## config.mk

```make
export PLATFORM = sky130hd
export DESIGN_NAME = fetch_unit
export DESIGN_NICKNAME = d
export VERILOG_FILES = /design/src/rtl/fetch_unit.sv
export SDC_FILE = /design/constraint.sdc
export NUM_CORES = 1
export LEC_CHECK = 0
export ABC_AREA = 1
export BUFFER_PORTS_ARGS = -buffer_cell sky130_fd_sc_hd__buf_2
export CAP_MARGIN = 20
export CELL_PAD_IN_SITES_DETAIL_PLACEMENT = 0
export CELL_PAD_IN_SITES_GLOBAL_PLACEMENT = 1
export CORE_ASPECT_RATIO = 0.8
export CORE_MARGIN = 2
export CORE_UTILIZATION = 35
export DETAILED_ROUTE_END_ITERATION = 6
export HOLD_SLACK_MARGIN = 0.12
export PLACE_DENSITY = 0.63
export SETUP_SLACK_MARGIN = 0.05
export SLEW_MARGIN = 0
export SYNTH_ARGS = -nofsm -noshare
export SYNTH_HDL_FRONTEND = slang
export SYNTH_SLANG_ARGS = --single-unit
export TNS_END_PERCENT = 50
```

## constraint.sdc

```tcl
create_clock -name clk -period 5.59 [get_ports clk]
set_input_delay 0.559 -clock clk [delete_from_list [all_inputs] [get_ports clk]]
set_output_delay 0.559 -clock clk [all_outputs]
set_load 0.05 [all_outputs]
```

## src/rtl/fetch_unit.sv

```systemverilog
// Instruction fetch stage: owns the PC, issues one word read per cycle to the I-cache and queues {pc, instr} pairs for decode.
// Optional performance counters are built when FETCH_PERF_CNT_EN is defined; otherwise perf_* read 0.
module fetch_unit #(
  parameter logic [31:0] RESET_PC    = 32'h0000_0000,
  parameter int unsigned QUEUE_DEPTH = 4
) (
  input  logic        clk,
  input  logic        rst,
  input  logic        redirect_valid,
  input  logic [31:0] redirect_pc,
  output logic        ic_en,
  output logic [31:0] ic_addr,
  input  logic [31:0] ic_rdata,
  input  logic        ic_rvalid,
  output logic        out_valid,
  input  logic        out_ready,
  output logic [31:0] out_pc,
  output logic [31:0] out_instr,
  output logic [31:0] perf_fetched,
  output logic [31:0] perf_dropped
);

  localparam int PW = $clog2(QUEUE_DEPTH);
  localparam int CW = PW + 1;
  localparam int OW = CW + 1;

  typedef struct packed {
    logic [31:0] pc;
    logic [31:0] instr;
  } entry_t;

  entry_t         r_mem [QUEUE_DEPTH];
  logic [31:0]    r_pc;
  logic [31:0]    r_req_pc;
  logic           r_inflight;
  logic [PW-1:0]  r_wptr;
  logic [PW-1:0]  r_rptr;
  logic [CW-1:0]  r_count;

  logic           w_pop;
  logic           w_push;
  logic           w_rsp;
  logic           w_full;
  logic [OW-1:0]  w_occ;
  entry_t         w_head;

  assign out_valid = !rst && (r_count != '0);
  assign w_pop     = out_valid && out_ready;
  assign w_full    = (r_count == CW'(QUEUE_DEPTH));

  // Credits: queued entries plus the request whose data is still coming back.
  assign w_occ   = OW'(r_count) + OW'(r_inflight) - OW'(w_pop);
  assign ic_en   = !rst && !redirect_valid && (w_occ < OW'(QUEUE_DEPTH));
  assign ic_addr = r_pc;

  // A response only counts if we asked for it, so a stale one after reset is ignored.
  assign w_rsp  = ic_rvalid && r_inflight;
  assign w_push = w_rsp && !redirect_valid && (!w_full || w_pop);

  assign w_head    = r_mem[r_rptr];
  assign out_pc    = out_valid ? w_head.pc    : 32'h0000_0000;
  assign out_instr = out_valid ? w_head.instr : 32'h0000_0013;

  // NOTE: sequential state uses non-blocking assignments so every register sees pre-edge values.
  always_ff @(posedge clk) begin
    if (rst) begin
      r_pc       <= RESET_PC;
      r_req_pc   <= '0;
      r_inflight <= 1'b0;
      r_count    <= '0;
      r_wptr     <= '0;
      r_rptr     <= '0;
    end else begin
      r_inflight <= ic_en;
      if (redirect_valid) begin
        r_pc    <= redirect_pc & ~32'h0000_0003;
        r_count <= '0;
        r_wptr  <= '0;
        r_rptr  <= '0;
      end else begin
        if (ic_en) begin
          r_req_pc <= r_pc;
          r_pc     <= r_pc + 32'd4;
        end
        if (w_push) r_wptr <= r_wptr + PW'(1);
        if (w_pop)  r_rptr <= r_rptr + PW'(1);
        r_count <= r_count + CW'(w_push) - CW'(w_pop);
      end
    end
  end

  // NOTE: queue storage is not reset; occupancy and out_valid gate every read of it.
  always_ff @(posedge clk) begin
    if (w_push) r_mem[r_wptr] <= '{pc: r_req_pc, instr: ic_rdata};
  end

`ifdef FETCH_PERF_CNT_EN
  logic [31:0] r_fetched;
  logic [31:0] r_dropped;

  always_ff @(posedge clk) begin
    if (rst) begin
      r_fetched <= '0;
      r_dropped <= '0;
    end else begin
      if (w_pop) r_fetched <= r_fetched + 32'd1;
      if (redirect_valid)
        r_dropped <= r_dropped + 32'(r_count) - 32'(w_pop) + 32'(w_rsp);
    end
  end

  assign perf_fetched = r_fetched;
  assign perf_dropped = r_dropped;
`else
  assign perf_fetched = 32'h0000_0000;
  assign perf_dropped = 32'h0000_0000;
`endif

`ifndef SYNTHESIS
  always @(posedge clk) begin
    if (!rst) begin
      assert (!(w_rsp && !redirect_valid && w_full && !w_pop))
        else $error("fetch_unit: cache response arrived with the instruction queue full");
    end
  end
`endif

endmodule

```

==> reports/qor.yml <==
status: "completed"
hold_viol: 0
synth-async-reset-ratio_pct: 0
reg2reg_from: "r_count[2]"
min_period_ns: 3.501
die_x_um: 226.2
fin_area_um2: 15990
num_rows: 65
worstHoldPathCells: 1
ys_seq_elements: 318
die-area_um2: 41100
worstMarginPinSlew_ns: 1.006
placed_area_um2: 14840
hold_buffers: 0
p_leak_nw: 6.086
gp_congestion: 0.7758
path_class: "flop to output pin"
cap_violations: 0
ff2ff_path_depth: 15
yosys_warnings: 0
vdd_drop_max_mv: 0.1490
synth_area_um2: 13820
area_growth_pct: 15.70
cts_tree: "yes"
r2r_slack_ns: 2.82
min-delay-start: "ic_rdata[16]"
grt-busiest-layer: "met2"
synth-compound-area-share_pct: 9.913
slew_viol_final: 0
crit_required_ns: 5.03
synth_common_cells: "nor2_1, edfxtp_1, o21ai_0, nand2_1, a21oi_1"
crit_family: "buffers and inverters"
drtIter0Drc: 537
rsz0062_at_grt: "no"
initial_core_util_pct: 35.26
synth-simple-area-share_pct: 16.46
drive_gt1_share_pct: 15.68
crit_arrival_ns: 2.94
die_y_um: 181.7
critPathMaxFanout: 82
cts_resized: 0
dpl.hpwl_um: 20240
finalSetupViolations: 0
yosys.cell_types.count: 32
cpMostUsedCell: "nor2_1"
ctsHtreeMaxLevel: 2
grt_pass1_wl_um: 52100
synth_cells: 1372
routed_wl_um: 34250
firstDrtPassIters: 4
cts_sinks: 318
powerDensity_nw_per_um2: 329.6
nets: 1587
r2r_end: "ic_addr[19]"
grt_use_met1_pct: 23.08
fin_total_pwr_mw: 5.270
fin_util_pct: 40.79
core_um2: 39200
yosys-top-cells-area: "edfxtp_1, dfxtp_1, nor2_1"
synth_fa_ha_area_share_pct: 0.8691
routed_via_density: 4.622
cp_slowest_cell: "buf_4"
drc: 0
grtUsageTotal_pct: 16.43
fmax_ghz: 0.2856
synth_top_family_by_area: "simple AND/OR/NAND/NOR gates"
min_path_type: "input pin to flop"
met2_usage_pct: 26.40
gr-total-overflow: 0
synth_top_area_cell: "edfxtp_1"
synth_flop_cell: "edfxtp_1"
min_to: "r_mem[3][16]"
cts_buffer_depth: 3
grt_start_max_net_pins: 83
numPortBuffers: 160
ant_nets: 0
critPathLaunchType: "flop"
synthMuxAreaShare_pct: 0
cp_cell_sequence: "buf_4 -> nor2_1 -> nor2_1 -> o21ai_0 -> a21oi_1 -> buf_2"
cp_num_buf_inv: 2
slew_headroom_pct: 32.95
synth-edff-count: 248
clkLatencyLatePin_ns: 0.52
endpoint_kind: "output pin"
io_pins: 231
cts_setup_buffers: 0
finalCritPeriodShare_pct: 62.63
yosysMostFrequentCell: "nor2_1"
use_met3_pct: 3.172
root_buffer: "clkbuf_16"
worst_path_largest_cell_delay_ns: 0.82
cts_made_buffers: 35
num_vias: 9559
postSynthAreaPerCell_um2: 10.07
synth-seq-area-share_pct: 64.02
grt_antenna_before_repair: 1
clkTransAtPathRegs_ns: 0.06
clock_skew_ns: 0.01392
finalSetupTns_ns: 0
synth-xor-area-share_pct: 1.458
avgRoutedWirePerCell_um: 16.56
synth_top_cell_area_share_pct: 53.88
grt_pass1_vias: 9026
[through the flow]
stage / hold slack (ns) / worst slack [ns] / std cells
after detailed placement: 0.4559 / 2.148 / 2007
after global routing: 0.2390 / 1.864 / 2067
after floorplan: 0.4487 / 1.447 / 1439
after CTS: 0.2261 / 1.849 / 2066
final: 0.2544 / 2.089 / 2068
after global placement: 0.4560 / 2.176 / 2007
[worst reg2reg max path, cell delays in order, from the launching register on]
cell	delay, ns
dfxtp_1	0.39
inv_2	0.07
nand2_1	0.13
nand4_1	0.13
ha_1	0.33
nand2_1	0.07
inv_1	0.04
nand3_2	0.08
nand2_1	0.06
nand2_1	0.06
nand2_1	0.08
nand3_4	0.06
buf_4	0.50
nand2_4	0.40
nand2_1	0.17
a21oi_1	0.07
[sequential cells by signal (all words and copies together) (netlist names), named ones only]
name	flops
r_mem	248
ic_addr	30
r_req_pc	30
r_count	3
r_rptr	2
r_wptr	2
r_inflight	1
[worst max-delay path by stage]
stage / startpoint / to / slack (ns) / depth (start not counted)
6_report: flop / out_pc[17] / 2.09 / 6
5_1_grt: flop / out_pc[17] / 1.86 / 6
4_1_cts: flop / out_instr[4] / 1.85 / 5
3_5_place_dp: rst / ic_en / 2.15 / 14
3_3_place_gp: rst / ic_en / 2.18 / 14
2_1_floorplan: redirect_valid / r_mem[0][0] / 1.45 / 4
[cells in the final DEF, fill, tap and decap left out, types with 3 or more instances in the layout]
cell type  Yosys  layout
nor2_1       341     337
edfxtp_1     248     248
o21ai_0      169     169
buf_2          0     160
nand2_1      153     152
a21oi_1       95      95
conb_1         1      68
dfxtp_1       70      68
nand3_1       46      46
clkbuf_16      0      36
inv_1         36      34
xor2_1        17      17
buf_4         71      15
nor3_1        13      13
clkbuf_1      51       9
ha_1           8       8
xnor2_1        6       6
inv_2          4       5
nand4_1        5       5
clkinv_1       0       5
nor2_4         0       4
bufinv_16      0       4
o311ai_0       3       3
[layout make-up]
class	instances	area [um2]
antenna	1	2.502
clock buffer	46	948.4
clock inverter	13	177.7
fill	3858	23210
inverter	40	150.1
multi-input combinational	938	4254
sequential	318	8853
tap	536	670.6
timing repair buffer	176	933.4
[cells by family (layout without fill, tap and decap cells)]
| logic type | after synthesis | in the layout |
|---|---|---|
| buffers and inverters | 183 | 275 |
| adders and majority gates | 9 | 9 |
| DFF | 318 | 318 |
| and+or+nand+nor | 568 | 568 |
| xor gates and xnor gates | 23 | 23 |
| other | 1 | 69 |
| AOI/OAI and AO/OA | 270 | 270 |
[per-layer routing]
layer | up-vias | share of wire, %
met5 | - | 0
met4 | 0 | 1.4
met3 | 38 | 4.6
met2 | 198 | 46
met1 | 4520 | 48
li1 | 4803 | -
[power breakdown]
group          leakage [nW]  switching [mW]  internal (mW)
sequential             2.85          0.0547           2.59
combinational          2.69           0.280         0.0727
clock                 0.544           0.893           1.38
Note: power is estimated with default switching activity, not from simulation.
